===== config.mk =====
export PLATFORM = sky130hd
export DESIGN_NAME = imem_loader_flat
export DESIGN_NICKNAME = d
export VERILOG_FILES = /design/src/rtl/imem_loader_if.sv /design/src/rtl/imem_loader.sv /design/src/flat_wrapper.sv
export SDC_FILE = /design/constraint.sdc
export NUM_CORES = 1
export LEC_CHECK = 0
export CAP_MARGIN = 20
export CORE_MARGIN = 2
export CORE_UTILIZATION = 30
export CTS_BUF_LIST = sky130_fd_sc_hd__clkbuf_8
export CTS_CLUSTER_SIZE = 25
export DETAILED_ROUTE_END_ITERATION = 10
export PLACE_DENSITY = 0.56
export SETUP_SLACK_MARGIN = 0.5
export SLEW_MARGIN = 20
export SYNTH_ARGS = -nofsm -noshare
export SYNTH_HDL_FRONTEND = slang
export SYNTH_SLANG_ARGS = --single-unit

===== constraint.sdc =====
create_clock -name clk -period 3.4 [get_ports clk]
set_input_delay 0.68 -clock clk [delete_from_list [all_inputs] [get_ports clk]]
set_output_delay 0.68 -clock clk [all_outputs]
set_load 0.02 [all_outputs]

===== src/rtl/imem_loader_if.sv =====
// Host byte stream, load control and instruction-memory write port of imem_loader.
// The loader connects through the slave modport, the host/memory side through master.
interface imem_loader_if;
  logic        start;
  logic [8:0]  prog_len;
  logic        byte_valid;
  logic [7:0]  byte_data;
  logic        byte_ready;
  logic        we;
  logic [31:0] waddr;
  logic [31:0] wdata;
  logic        busy;
  logic        done;
  logic        cpu_hold;

  modport master (
    output start, prog_len, byte_valid, byte_data,
    input  byte_ready, we, waddr, wdata, busy, done, cpu_hold
  );

  modport slave (
    input  start, prog_len, byte_valid, byte_data,
    output byte_ready, we, waddr, wdata, busy, done, cpu_hold
  );
endinterface


===== src/rtl/imem_loader.sv =====
// Packs a little-endian host byte stream into 32-bit words, writes them to instruction
// memory, pads the remaining words with NOP and holds the core until the image is complete.
module imem_loader #(
  parameter int unsigned DEPTH    = 32,
  parameter logic [31:0] NOP_WORD = 32'h0000_0013
) (
  input  logic         clk,
  input  logic         reset,
  imem_loader_if.slave bus
);
  // state | meaning
  // IDLE  | waiting for start, core held in reset
  // RECV  | accepting bytes into the current word
  // WRITE | single-cycle write of the assembled word
  // FILL  | writing NOP into every word not loaded
  // DONE  | image complete, core released
  typedef enum logic [2:0] {S_IDLE, S_RECV, S_WRITE, S_FILL, S_DONE} state_t;

  localparam logic [8:0] DEPTH_W  = 9'(DEPTH);
  localparam logic [7:0] LAST_IDX = 8'(DEPTH - 1);

  state_t      state;
  logic [8:0]  len;
  logic [7:0]  idx;
  logic [1:0]  bcnt;
  logic [31:0] wdata_r;
  logic [31:0] waddr_r;
  logic        we_r;
  logic        byte_ready_r;
  logic        busy_r;
  logic        done_r;
  logic        cpu_hold_r;

  logic [8:0]  cap_len;
  logic [7:0]  idx_nxt;

  assign cap_len = (bus.prog_len > DEPTH_W) ? DEPTH_W : bus.prog_len;
  assign idx_nxt = idx + 8'd1;

  always_ff @(posedge clk) begin
    if (reset) begin
      state        <= S_IDLE;
      len          <= '0;
      idx          <= '0;
      bcnt         <= '0;
      wdata_r      <= '0;
      waddr_r      <= '0;
      we_r         <= 1'b0;
      byte_ready_r <= 1'b0;
      busy_r       <= 1'b0;
      done_r       <= 1'b0;
      cpu_hold_r   <= 1'b1;
    end else begin
      case (state)
        S_IDLE, S_DONE: begin
          if (bus.start) begin
            len        <= cap_len;
            idx        <= '0;
            bcnt       <= '0;
            done_r     <= 1'b0;
            busy_r     <= 1'b1;
            cpu_hold_r <= 1'b1;
            waddr_r    <= '0;
            if (cap_len == 9'd0) begin
              state   <= S_FILL;
              we_r    <= 1'b1;
              wdata_r <= NOP_WORD;
            end else begin
              state        <= S_RECV;
              byte_ready_r <= 1'b1;
            end
          end
        end

        S_RECV: begin
          if (bus.byte_valid) begin
            wdata_r[{bcnt, 3'b000} +: 8] <= bus.byte_data;
            if (bcnt == 2'd3) begin
              state        <= S_WRITE;
              bcnt         <= '0;
              byte_ready_r <= 1'b0;
              we_r         <= 1'b1;
              waddr_r      <= {22'd0, idx, 2'b00};
            end else begin
              bcnt <= bcnt + 2'd1;
            end
          end
        end

        S_WRITE: begin
          we_r <= 1'b0;
          if ({1'b0, idx} == len - 9'd1) begin
            if (len < DEPTH_W) begin
              state   <= S_FILL;
              idx     <= idx_nxt;
              we_r    <= 1'b1;
              waddr_r <= {22'd0, idx_nxt, 2'b00};
              wdata_r <= NOP_WORD;
            end else begin
              // full image: index stays on the last word instead of wrapping
              state      <= S_DONE;
              busy_r     <= 1'b0;
              done_r     <= 1'b1;
              cpu_hold_r <= 1'b0;
            end
          end else begin
            state        <= S_RECV;
            idx          <= idx_nxt;
            byte_ready_r <= 1'b1;
          end
        end

        S_FILL: begin
          if (idx == LAST_IDX) begin
            state      <= S_DONE;
            we_r       <= 1'b0;
            busy_r     <= 1'b0;
            done_r     <= 1'b1;
            cpu_hold_r <= 1'b0;
          end else begin
            idx     <= idx_nxt;
            waddr_r <= {22'd0, idx_nxt, 2'b00};
          end
        end

        default: begin
          state        <= S_IDLE;
          we_r         <= 1'b0;
          byte_ready_r <= 1'b0;
          busy_r       <= 1'b0;
          done_r       <= 1'b0;
          cpu_hold_r   <= 1'b1;
        end
      endcase
    end
  end

  // reset overrides the registered outputs in the very cycle it is asserted
  assign bus.byte_ready = byte_ready_r & ~reset;
  assign bus.we         = we_r & ~reset;
  assign bus.busy       = busy_r & ~reset;
  assign bus.done       = done_r & ~reset;
  assign bus.cpu_hold   = cpu_hold_r | reset;
  assign bus.waddr      = reset ? 32'd0 : waddr_r;
  assign bus.wdata      = reset ? 32'd0 : wdata_r;
endmodule

===== src/flat_wrapper.sv =====
// flat-port wrapper written by rule: the top's interface ports become plain ports
module imem_loader_flat 
#(
  parameter int unsigned DEPTH    = 32,
  parameter logic [31:0] NOP_WORD = 32'h0000_0013
)
  (clk, reset, bus_start, bus_prog_len, bus_byte_valid, bus_byte_data, bus_byte_ready, bus_we, bus_waddr, bus_wdata, bus_busy, bus_done, bus_cpu_hold);
  imem_loader_if bus_i ();
  input  logic clk;
  input  logic reset;
  input wire logic [$bits(bus_i.start)-1:0] bus_start;
  input wire logic [$bits(bus_i.prog_len)-1:0] bus_prog_len;
  input wire logic [$bits(bus_i.byte_valid)-1:0] bus_byte_valid;
  input wire logic [$bits(bus_i.byte_data)-1:0] bus_byte_data;
  output wire logic [$bits(bus_i.byte_ready)-1:0] bus_byte_ready;
  output wire logic [$bits(bus_i.we)-1:0] bus_we;
  output wire logic [$bits(bus_i.waddr)-1:0] bus_waddr;
  output wire logic [$bits(bus_i.wdata)-1:0] bus_wdata;
  output wire logic [$bits(bus_i.busy)-1:0] bus_busy;
  output wire logic [$bits(bus_i.done)-1:0] bus_done;
  output wire logic [$bits(bus_i.cpu_hold)-1:0] bus_cpu_hold;
  assign bus_i.start = bus_start;
  assign bus_i.prog_len = bus_prog_len;
  assign bus_i.byte_valid = bus_byte_valid;
  assign bus_i.byte_data = bus_byte_data;
  assign bus_byte_ready = bus_i.byte_ready;
  assign bus_we = bus_i.we;
  assign bus_waddr = bus_i.waddr;
  assign bus_wdata = bus_i.wdata;
  assign bus_busy = bus_i.busy;
  assign bus_done = bus_i.done;
  assign bus_cpu_hold = bus_i.cpu_hold;
  imem_loader #(.DEPTH(DEPTH), .NOP_WORD(NOP_WORD)) u_core (.clk(clk), .reset(reset), .bus(bus_i));
endmodule

==> metrics.md <==
| Metric | Value |
|---|---|
| Leak | `about 1.9 nW` |
| DP Cell Count | `676` |
| Vias in the first global route | `3195` |
| Share of cells above drive strength 1 | `10.79%` |
| P&R area growth vs syn | `24.99%` |
| Hold Buf Count CTS | `0` |
| Clock latency on the worst-skew pair | `roughly 0.35 ns` |
| Final nets | `542` |
| Arr. time, crit path | `2.99 ns` |
| CTS buffer count | `9` |
| ANT nets after route | `0` |
| Residual DRC | `0` |
| Clock Skew | `0.007347 ns` |
| Int Power | `1.369 mW` |
| Placed cell area | `4588 um^2` |
| YS warnings | `0` |
| Number of synthesized flops with an enable pin | `0` |
| Seq pwr share | `43.7%` |
| Sw frac | `26.46%` |
| Fmax achieved | `~0.36 GHz` |
| Global-route wire length before repair | `16.94 mm` |
| Drt pass-1 iters | `4` |
| Slew Viols, Final | `0` |
| Commonest non-fill, non-tap cell in the layout | `dfxtp_1` |
| Post-CTS Setup Bufs | `0` |
| Core area | `12570 um^2` |
| Top_reg_cell synth | `dfxtp_1` |
| H-tree depth | `3` |
| Syn avg cell area | `8.435 um^2` |
| Clk sink count | `67` |
| Die height | `117.4 um` |
| Vias/cell | `4.844` |
| Worst slew margin | `approximately 60%` |
| FILL cells | `1248` |
| ANT cells | `0` |
| Req. time, crit path | `3.64 ns` |
| NetSw | `roughly 0.5 mW` |
| Routed WL | `10.37 mm` |
| IO buf count | `65` |
| Root buffer cell | `clkbuf_8` |
| Final Hold Viols | `0` |
| Hold WS | `0.4752 ns` |
| Vias | `3347` |
| Most frequent cells in the layout | `dfxtp_1 (67), clkdlybuf4s50_1 (64), nand2_1 (40)` |
| Mapped cell area | `slightly below 4000 um^2` |
| Gr usage total | `between 15 and 20%` |
| Pwr dens | `386.4 nW/um^2` |
| RSZ-0062 raised after global routing | `no` |
| Max_cap viols | `0` |
| Post-route setup TNS | `0 ns` |
| Clock tree from TritonCTS | `yes` |
| Worst setup SP type | `input port` |
| CP Capture Type | `register` |
| WL/cell | `between 15 and 20 um` |
| Tcrit/Tclk final | `80.81%` |
| Critical path peak fanout | `8` |
| Largest net degree at the start of global routing | `71` |
| IO Pins | `90` |
| Setup violators final | `0` |
| Die W | `117.4 um` |
| Total gr overflow | `0` |
| DP HPWL | `7.623 mm` |
| Final setup margin | `0.6525 ns` |
| Maximum VDD drop | `176.2 uV` |
| Initial DRC count | `205` |
| Site row count | `41` |
| Starting density of the core | `30.67%` |
| Full die area | `about 14000 um^2` |
| Fin crit period | `2.748 ns` |
| Power share of the combinational group | `13.5%` |
| Clock Tree Buf Depth | `2` |
| Worst-Margin Slew | `0.6176 ns` |
| Seq/Total Area, Yosys | `between 30% and 40%` |
| HP Class | `reg -> reg` |
| Fin cells | `691` |
| Ys async rst share | `0%` |
| Status | `finished clean` |
| Final std cell area, no fill | `roughly 4800 um^2` |
| Crit Path Category | `in -> reg` |
| Worst slack at placement | `0.2520 ns` |
| Gpl congestion | `0.8383` |
| Initial antenna violation count | `0` |
| Gate Count Post-Synth | `457` |
| Worst-path clk slew | `0.07 ns` |
| Synth cell types | `62` |
| Proportion of power drawn by the clock network | `42.7%` |
| Synth Register Bits | `67` |
critical path: stages:
cell             delay, ns
clkdlybuf4s50_1       0.41
or4_1                 0.57
nor3_2                0.26
nand2_1               0.14
o21ai_2               0.11
a41o_2                0.29
o21ai_1               0.22
a22o_1                0.31
kinds of logic (layout without fill, tap and decap cells):
| family | count (synthesis) | after routing | synth area share, % |
|---|---|---|---|
| xor+xnor | 9 | 9 | 2.240 |
| flops | 67 | 67 | 34.79 |
| simple gates | 184 | 184 | 25.84 |
| mux | 22 | 22 | 6.199 |
| buf+inv | 68 | 107 | 9.185 |
| compound gates | 100 | 100 | 19.70 |
| other cells | 1 | 24 | 0.09728 |
| fa+ha+maj | 6 | 6 | 1.947 |
routing by layer:
layer  part of all wire [%]  wire length (um)  track usage [%]
met5                      0                 0                0
met4                    1.8               182            5.798
met3                    4.5               462            3.210
met2                     47              4893            24.63
met1                     47              4830            19.75
state kept, by name, indices dropped and copies added, names as in the netlist, 2 cells and up:
| name | flops |
|---|---|
| u_core.bcnt | 2 |
| u_core.idx | 8 |
| u_core.len | 9 |
| u_core.state | 3 |
| u_core.waddr_r | 8 |
| u_core.wdata_r | 32 |
cells in the mapped netlist (2+ instances only):
| cell | n | share of area [%] |
|---|---|---|
| o22ai_1 | 2 | 0.32 |
| mux2i_1 | 7 | 1.8 |
| nand3b_1 | 2 | 0.39 |
| a32o_1 | 3 | 0.78 |
| nand2b_1 | 3 | 0.49 |
| or4_1 | 2 | 0.39 |
| nand3_1 | 12 | 1.6 |
| nor3b_1 | 4 | 0.78 |
| and2_1 | 11 | 1.8 |
| nor2b_1 | 38 | 6.2 |
| a22oi_1 | 6 | 1.2 |
| a21oi_1 | 27 | 3.5 |
| a211oi_1 | 4 | 0.78 |
| xor2_1 | 3 | 0.68 |
| a22o_1 | 16 | 3.6 |
| dfxtp_1 | 67 | 35 |
| o21ai_1 | 2 | 0.26 |
| nor3_2 | 2 | 0.52 |
| buf_4 | 25 | 4.9 |
| buf_2 | 4 | 0.52 |
| nand4_1 | 4 | 0.65 |
| a31o_2 | 2 | 0.45 |
| nor3_1 | 15 | 1.9 |
| nand2_1 | 40 | 3.9 |
| o2bb2ai_1 | 3 | 0.68 |
| inv_1 | 19 | 1.9 |
| nor4_1 | 3 | 0.49 |
| a41o_1 | 2 | 0.52 |
| and3_1 | 9 | 1.5 |
| xnor2_1 | 5 | 1.1 |
| a21o_1 | 2 | 0.39 |
| nor2_1 | 33 | 3.2 |
| o21ai_2 | 3 | 0.68 |
| mux2_2 | 15 | 4.4 |
| ha_1 | 6 | 1.9 |
| clkbuf_1 | 18 | 1.8 |
| a311oi_1 | 2 | 0.45 |
| o21ai_0 | 12 | 1.6 |
power by group through the flow:
stage | combinational [mW] | sequential (mW) | clock, mW
6_report | 0.252 | 0.815 | 0.795
5_1_grt | 0.277 | 0.817 | 0.846
4_1_cts | 0.253 | 0.814 | 0.814
3_5_place_dp | 0.252 | 0.833 | 0
3_3_place_gp | 0.250 | 0.832 | 0
2_1_floorplan | 0.198 | 0.822 | 0
what timing repair did:
| action | 4_1_cts | 5_1_grt |
|---|---|---|
| endpoints found under the setup margin | 0 | 2 |
| resized for setup | 0 | 0 |
| hold endpoints to repair | 0 | 0 |
cell type report:
class | instances | area [um^2] | share of cell area [%]
sequential | 67 | 1341 | 27.84
clock inverter | 6 | 106.4 | 2.207
clock buffer | 9 | 123.9 | 2.571
timing repair buffer | 72 | 710.7 | 14.75
inverter | 20 | 75.07 | 1.558
multi-input combinational | 345 | 2246 | 46.61
tap | 172 | 215.2 | 4.466
worst paths after layout:
kind	startpoint	end	slack (ns)	depth (start not counted)
max	bus_prog_len[1]	u_core.wdata_r[23]$_SDFFE_PP0P_	0.65	8
min	u_core.busy_r$_SDFFE_PP0P_	u_core.busy_r$_SDFFE_PP0P_	0.48	2
max reg2reg	u_core.len[0]$_SDFFE_PP0P_	u_core.waddr_r[5]$_SDFFE_PP0P_	0.76	9
min reg2reg	u_core.busy_r$_SDFFE_PP0P_	u_core.busy_r$_SDFFE_PP0P_	0.48	2
through the flow:
stage,power (mW),util [%]
finish,1.862,38.34
global route,1.939,38.34
CTS,1.882,38.34
detailed placement,1.085,36.51
global placement,1.083,36.51
floorplan,1.019,-
Note: power is estimated with default switching activity, not from simulation.
